<file path="src/rtl/uart_rx.sv">
`timescale 1ns/1ps
// 8N1 UART receiver on a shared 16x oversampled baud tick: mid-bit sampling,
// false-start rejection, 1-clk valid / framing-error strobes.
module uart_rx #(
  parameter int DATA_BITS  = 8,
  parameter int OVERSAMPLE = 16
) (
  input  logic                 clk_i,
  input  logic                 rst_i,
  input  logic                 baud_tick_i,
  input  logic                 rx_i,
  output logic [DATA_BITS-1:0] rx_data_o,
  output logic                 rx_valid_o,
  output logic                 frame_err_o,
  output logic                 busy_o
);

  localparam int CW = $clog2(OVERSAMPLE);
  localparam int BW = $clog2(DATA_BITS);
  localparam logic [CW-1:0] MID_TICK  = CW'(OVERSAMPLE / 2 - 1);
  localparam logic [CW-1:0] LAST_TICK = CW'(OVERSAMPLE - 1);
  localparam logic [BW-1:0] LAST_BIT  = BW'(DATA_BITS - 1);

  typedef enum logic [1:0] {IDLE, START, DATA, STOP} state_e;

  state_e               state_q;
  logic [CW-1:0]        tick_cnt_q;
  logic [BW-1:0]        bit_idx_q;
  logic [DATA_BITS-1:0] shift_reg_q;
  logic [DATA_BITS-1:0] rx_data_q;
  logic                 rx_valid_q;
  logic                 frame_err_q;
  logic                 rx_meta_q;
  logic                 rx_s_q;
  logic                 rx_prev_q;

  // Synchronizer and edge-detect flops reset high so an idle line never looks like a start edge.
  always_ff @(posedge clk_i) begin
    if (rst_i) begin
      state_q     <= IDLE;
      tick_cnt_q  <= '0;
      bit_idx_q   <= '0;
      shift_reg_q <= '0;
      rx_data_q   <= '0;
      rx_valid_q  <= 1'b0;
      frame_err_q <= 1'b0;
      rx_meta_q   <= 1'b1;
      rx_s_q      <= 1'b1;
      rx_prev_q   <= 1'b1;
    end else begin
      rx_meta_q   <= rx_i;
      rx_s_q      <= rx_meta_q;
      rx_prev_q   <= rx_s_q;
      rx_valid_q  <= 1'b0;
      frame_err_q <= 1'b0;
      case (state_q)
        IDLE: begin
          tick_cnt_q <= '0;
          if (rx_prev_q && !rx_s_q) begin
            state_q <= START;
          end
        end
        START: begin
          if (baud_tick_i) begin
            if (tick_cnt_q == MID_TICK) begin
              tick_cnt_q <= '0;
              bit_idx_q  <= '0;
              state_q    <= rx_s_q ? IDLE : DATA;
            end else begin
              tick_cnt_q <= tick_cnt_q + CW'(1);
            end
          end
        end
        // Counting a full bit period from the start mid-point keeps every sample mid-bit.
        DATA: begin
          if (baud_tick_i) begin
            if (tick_cnt_q == LAST_TICK) begin
              tick_cnt_q             <= '0;
              shift_reg_q[bit_idx_q] <= rx_s_q;
              if (bit_idx_q == LAST_BIT) begin
                state_q <= STOP;
              end else begin
                bit_idx_q <= bit_idx_q + BW'(1);
              end
            end else begin
              tick_cnt_q <= tick_cnt_q + CW'(1);
            end
          end
        end
        STOP: begin
          if (baud_tick_i) begin
            if (tick_cnt_q == LAST_TICK) begin
              tick_cnt_q <= '0;
              state_q    <= IDLE;
              if (rx_s_q) begin
                rx_data_q  <= shift_reg_q;
                rx_valid_q <= 1'b1;
              end else begin
                frame_err_q <= 1'b1;
              end
            end else begin
              tick_cnt_q <= tick_cnt_q + CW'(1);
            end
          end
        end
        default: begin
          state_q    <= IDLE;
          tick_cnt_q <= '0;
        end
      endcase
    end
  end

  assign rx_data_o   = rx_data_q;
  assign rx_valid_o  = rx_valid_q;
  assign frame_err_o = frame_err_q;
  assign busy_o      = (state_q != IDLE);

endmodule

</file>
<file path="config.mk">
export PLATFORM = sky130hd
export DESIGN_NAME = uart_rx
export DESIGN_NICKNAME = d
export VERILOG_FILES = /design/src/rtl/uart_rx.sv
export SDC_FILE = /design/constraint.sdc
export NUM_CORES = 1
export LEC_CHECK = 0
export ABC_AREA = 1
export CORE_ASPECT_RATIO = 1.5
export CORE_MARGIN = 4
export CORE_UTILIZATION = 30
export CTS_BUF_LIST = sky130_fd_sc_hd__clkbuf_16
export CTS_CLUSTER_SIZE = 20
export DETAILED_ROUTE_END_ITERATION = 10
export GPL_ROUTABILITY_DRIVEN = 0
export MAX_ROUTING_LAYER = met4
export PLACE_DENSITY = 0.59
export SLEW_MARGIN = 10
export SYNTH_ARGS = -nofsm -noshare
export SYNTH_HDL_FRONTEND = slang
export SYNTH_SLANG_ARGS = --single-unit
</file>
<file path="constraint.sdc">
create_clock -name clk_i -period 2.3 [get_ports clk_i]
set_clock_uncertainty 0.05 [all_clocks]
set_input_delay 0.23 -clock clk_i [delete_from_list [all_inputs] [get_ports clk_i]]
set_output_delay 0.23 -clock clk_i [all_outputs]
set_load 0.005 [all_outputs]
</file>
* Word-level counts from Yosys, hierarchy flattened
Cells that the tools add are included.
** Operators by class
- Bitwise gates (word level) :: 3
- Order comparisons :: 2
- Reduce and logical (&&, ||, !) cells :: 13
- Eq/ne operators :: 16
- Muxes and demuxes :: 26
- Add/sub/neg operators :: 2
** Operators by type and width (number)
- $mux 2 :: 9
- $ne 2x2->1 const B :: 9
- $mux 4 :: 4
- $mux 3 :: 5
- $pmux 4 s3 :: 1
- $bwmux 8 :: 1
- $pmux 2 s4 :: 1
- $reduce_and 8->1 :: 1
- $pmux 3 s2 :: 1
- $reduce_and 6->1 :: 1
- $add 4x1->4 const B :: 1
- $eq 2x2->1 const B :: 2
- $eq 4x3->1 const B :: 1
- $eq 4x4->1 const B :: 1
- $lt 3x4->1 const B :: 1
- $reduce_and 4->1 :: 1
- $reduce_bool 2->1 :: 2
- $reduce_or 4->1 :: 1
- $add 3x1->3 const B :: 1
- $demux 1 s3 :: 1
- $eq 3x3->1 const B :: 1
- $ge 3x1->1 const B :: 1
- $mux 1 :: 3
- $not 1->1 :: 3
- 8 further kinds :: 9
** Storage, ports and cells
- Output and inout port bits :: 11
- Flip-flop bits (word level) :: 30
- Bits of input ports :: 4
- Word-level logic and storage cells :: 72

* Depth between registers and ports, before layout
- Depth in word-level cells :: 5
- Depth in mapped cells :: 9
- Depth with buffers taken out :: 9

* Least setup slack after synthesis
No wires, ideal clock.
- Path type :: register -> register
- Start point :: register tick_cnt_q[0]
- End point :: register with a tool-made name
- Data required time :: 2138 ps
- Clock period less this slack :: 1346 ps
- Arrival time :: 1184 ps
- Setup time :: 112 ps
- Stages on the path, launching flop included :: 9
- Buffers on the path :: 0
- Slack :: 954 ps
- Path through :: dfxtp_1 ha_1 nand3_4 nand2_1 nand2_1 nor2_1 nand2_1 nand2_1 nand2_1
** RTL lines
- start, declared :: RTL line 27 : logic [CW-1:0] tick_cnt_q;
- start signal, assigned :: RTL line 70 : tick_cnt_q <= tick_cnt_q + CW'(1);
- start signal, assigned :: RTL line 86 : tick_cnt_q <= tick_cnt_q + CW'(1);
- start signal, assigned :: RTL line 102 : tick_cnt_q <= tick_cnt_q + CW'(1);

==> impl.org <==
** Clock tree
- After clock tree synthesis, the flow added hold-fix buffers numbering 0.
- Sinks on the clock net :: 30
- Post-CTS repair changed the size of 0 cells.
- Later-pin clock latency in the skew report :: 0.27 ns
- CTS Buf Count :: 5
- Clock slew seen by the registers of the worst setup and hold paths :: 0.05 ns
- TritonCTS built the clock tree.
- The clock tree synthesis step divided the H-tree into 2 levels.
- Cell at the root of the clock tree :: sky130_fd_sc_hd__clkbuf_16
- Setup Fix Bufs, Post-CTS :: 0
- In this run the deepest clock path goes through 2 buffers.

** Detailed routing
- For this run, design rule violations remaining after detail routing come to 0.
- For this block, the routed nets add up to 2850 um of wire.
- The detailed router finished its first iteration with 31 violations.
- Summing over every cut layer, the via total after detailed routing is 1223.
- In the final routed layout, each cell accounts on average for 10.4 um.
- Drt first pass iters :: 4
- After detailed routing, the number of vias per cell comes to 4.46.
- The detail route stage leaves a number of antenna-violating nets equal to 0.

** Die
- Number of placement rows :: 30
- The core region is 0.00458 mm2.
- The die is 64.4 um wide.
- Die Height :: 92.6 um
- I/O pins :: 15
- Die footprint :: 0.00597 mm2
- Initial core utilization :: 31.3%

** Synthesis
- The synthesized design devotes to its leading area cell type 41.9% of total area.
- Syn Std Cell Area :: 0.00143 mm2
- By count the netlist is led by 40 x sky130_fd_sc_hd__nand2_1, 30 x sky130_fd_sc_hd__dfxtp_1, 24 x sky130_fd_sc_hd__nor2_1.
- Yosys mapped a number of flops with a built-in enable equal to 0.
- Post-synthesis cell type with the largest combined area :: sky130_fd_sc_hd__dfxtp_1
- Yosys mapped the design onto 26 distinct sky130hd cell types.
- Warnings, synthesis :: 0
- Average cell area after synthesis :: 7.46 um2
- Counting flops with an async set or reset pin after synthesis yields a share of 0%.
- Sequential elements use 41.9% of the synthesized area.
- In this run, synthesis produced a sequential element count of 30.
- The number of nets in the synthesized netlist is 199.
- Dominant cells by area after synthesis :: sky130_fd_sc_hd__dfxtp_1 42%, sky130_fd_sc_hd__nand2_1 10%, sky130_fd_sc_hd__nand3_1 7.0%, sky130_fd_sc_hd__a21oi_1 6.3%, sky130_fd_sc_hd__nor2_1 6.3%
- Post-synth top flop :: sky130_fd_sc_hd__dfxtp_1
- Cell with the most instances after synthesis :: sky130_fd_sc_hd__nand2_1
- Gate count of the mapped netlist :: 192

** Timing
- Setup violations remaining at the end of the flow were counted as 0.
- Pins Over Slew Limit :: 0
- Final TNS setup :: 0 ns
- For the pin with the worst max-slew slack, the measured transition is 0.323 ns.
- The worst path uses 76.5% of the clock period.
- The worst pin sits at a relative slew slack of 78.4%.
- Unrepaired setup endpoints after global routing :: no
- Hold is met by 0.356 ns.
- Final critical path time including I/O delays and setup :: 1.76 ns
- Static timing analysis puts the maximum clock frequency at 0.568 GHz.
- The final-report hold violation count was 0.

** Final layout
- Post-Route Utilization :: 38.9%
- N_diodes :: 0
- Counting the fill cells in the layout gives 492.
- Of the cells placed in the final design, the portion with a size suffix greater than 1 is 12.9%.
- Post-layout nets :: 218
- Post-route standard cell area excluding fillers :: 0.00178 mm2
- Filler-free cell count of the finished design :: 274
- Relative to the synthesized area, the layout overhead comes to 24.2%.

** Global route
- The initial antenna violation count is 0.
- Total gr overflow :: 0
- Entering global routing, the biggest net connects 19 pins.
- The first global-routing pass estimated 5130 um of wire.
- Total routing resource utilization after global routing :: 11.5%
- The via count of the first global-routing pass is 1177.

** Setup path
- The setup check on the worst reg-to-reg path leaves a slack of 0.84 ns.
- R2R depth :: 8
- On the worst path, the slowest cell contributes a delay of 0.51 ns.
- Critical Path Stages :: 3
- R2R Path Start :: tick_cnt_q[0]
- The worst setup path is launched from a flop.
- Bufs and invs on worst path :: 2
- Critical path class :: reg -> out
- Cells traversed along the worst timing path :: inv_1 > nand2_1 > clkdlybuf4s50_1
- Grouping stages by cell kind, the critical path spends the most delay in buffers and inverters.
- Maximum fanout encountered on the critical timing path :: 7
- For the worst setup path, the data arrival time is 1.48 ns.
- At the worst endpoint, the required time is 2.02 ns.
- The worst setup path is captured at an output port.
- Slowest CP cell :: sky130_fd_sc_hd__clkdlybuf4s50_1
- End point of the critical path :: busy_o

** Placement
- Placement Cell Area :: 0.00165 mm2
- Port-buffer cells :: 14
- Detailed placement finished with a half-perimeter wire length of 2180 um.
- Including well taps, the total number of placed cells is 268.

** Job
- Maximum Capacitance Violations :: 0

** Pwr
- Peak supply drop :: 0.000285 V
- Power per cell area :: 715 mW/mm2
- For this design the static power due to leakage is 0.739 nW.

** Hold path
- Class of the most critical hold timing path :: reg -> reg

** Outcome
- The flow ran to the end, and the final reports show no timing, DRC or antenna violations.
## where the power goes
part           switching [mW]  leakage (nW)  internal (mW)
registers              0.0163         0.243          0.535
logic                  0.0903         0.433         0.0466
clock network           0.202        0.0632          0.382
total                   0.309         0.739          0.964
## registers in the layout, indices dropped and copies added (netlist names), named ones only
register	count
tick_cnt_q	4
shift_reg_q	8
rx_data_o	8
frame_err_o	1
state_q	1
bit_idx_q	3
rx_valid_o	1
rx_s_q	1
rx_meta_q	1
rx_prev_q	1
## cell usage in the layout, fill, tap and decap left out, types with 5 or more instances in the layout
cell type and count:
sky130_fd_sc_hd__nand3_1 20, sky130_fd_sc_hd__nand2_1 40, sky130_fd_sc_hd__dfxtp_1 30, sky130_fd_sc_hd__nor2_1 24, sky130_fd_sc_hd__clkdlybuf4s50_1 14, sky130_fd_sc_hd__clkbuf_16 5
sky130_fd_sc_hd__o21ai_0 5, sky130_fd_sc_hd__a21oi_1 18, sky130_fd_sc_hd__inv_1 19
## area by class of cell
| type | instances | area [um2] | area share (%) |
|---|---|---|---|
| inverters | 21 | 78.8 | 4.43 |
| flip-flops and latches | 30 | 601 | 33.8 |
| clock inverters | 1 | 3.75 | 0.211 |
| well taps | 64 | 80.1 | 4.50 |
| clock buffers | 5 | 125 | 7.03 |
| repair buffers | 16 | 155 | 8.72 |
| multi-input cells | 137 | 736 | 41.4 |
## per-layer routing
metal	vias to the layer above	global-route usage [%]	routed length (um)
met2	16	20.0	1490
met5	-	-	0
li1	661	-	-
met3	6	1.82	73
met1	540	11.5	1190
met4	0	7.94	86
## through the flow
step	worst slack, ns	total power, mW
after floorplan	0.954	0.658
after global placement	0.638	0.699
after detailed placement	0.618	0.700
after CTS	0.520	1.29
after global routing	0.456	1.33
final	0.540	1.27
## worst min path at each step
| stage | from | to | slack [ns] | cells past startpoint |
|---|---|---|---|---|
| floorplan | rx_i | rx_meta_q | 0.28 | 1 |
| global placement | rx_meta_q | rx_s_q | 0.34 | 1 |
| detailed placement | rx_meta_q | rx_s_q | 0.35 | 1 |
| CTS | rx_meta_q | rx_s_q | 0.36 | 1 |
| global route | rx_meta_q | rx_s_q | 0.38 | 1 |
| finish | rx_meta_q | rx_s_q | 0.36 | 1 |
## logic make-up (layout without fill, tap and decap cells)
logic type	after synthesis	after routing	share of synthesized area [%]
AO/OA/AOI/OAI	25	25	9.17
adder cells (fa/ha/maj)	3	3	2.62
buffers and inverters	25	43	6.72
flip-flops	30	30	41.9
AND/OR/NAND/NOR	109	109	39.6
Power figures use the tool's default switching activity.
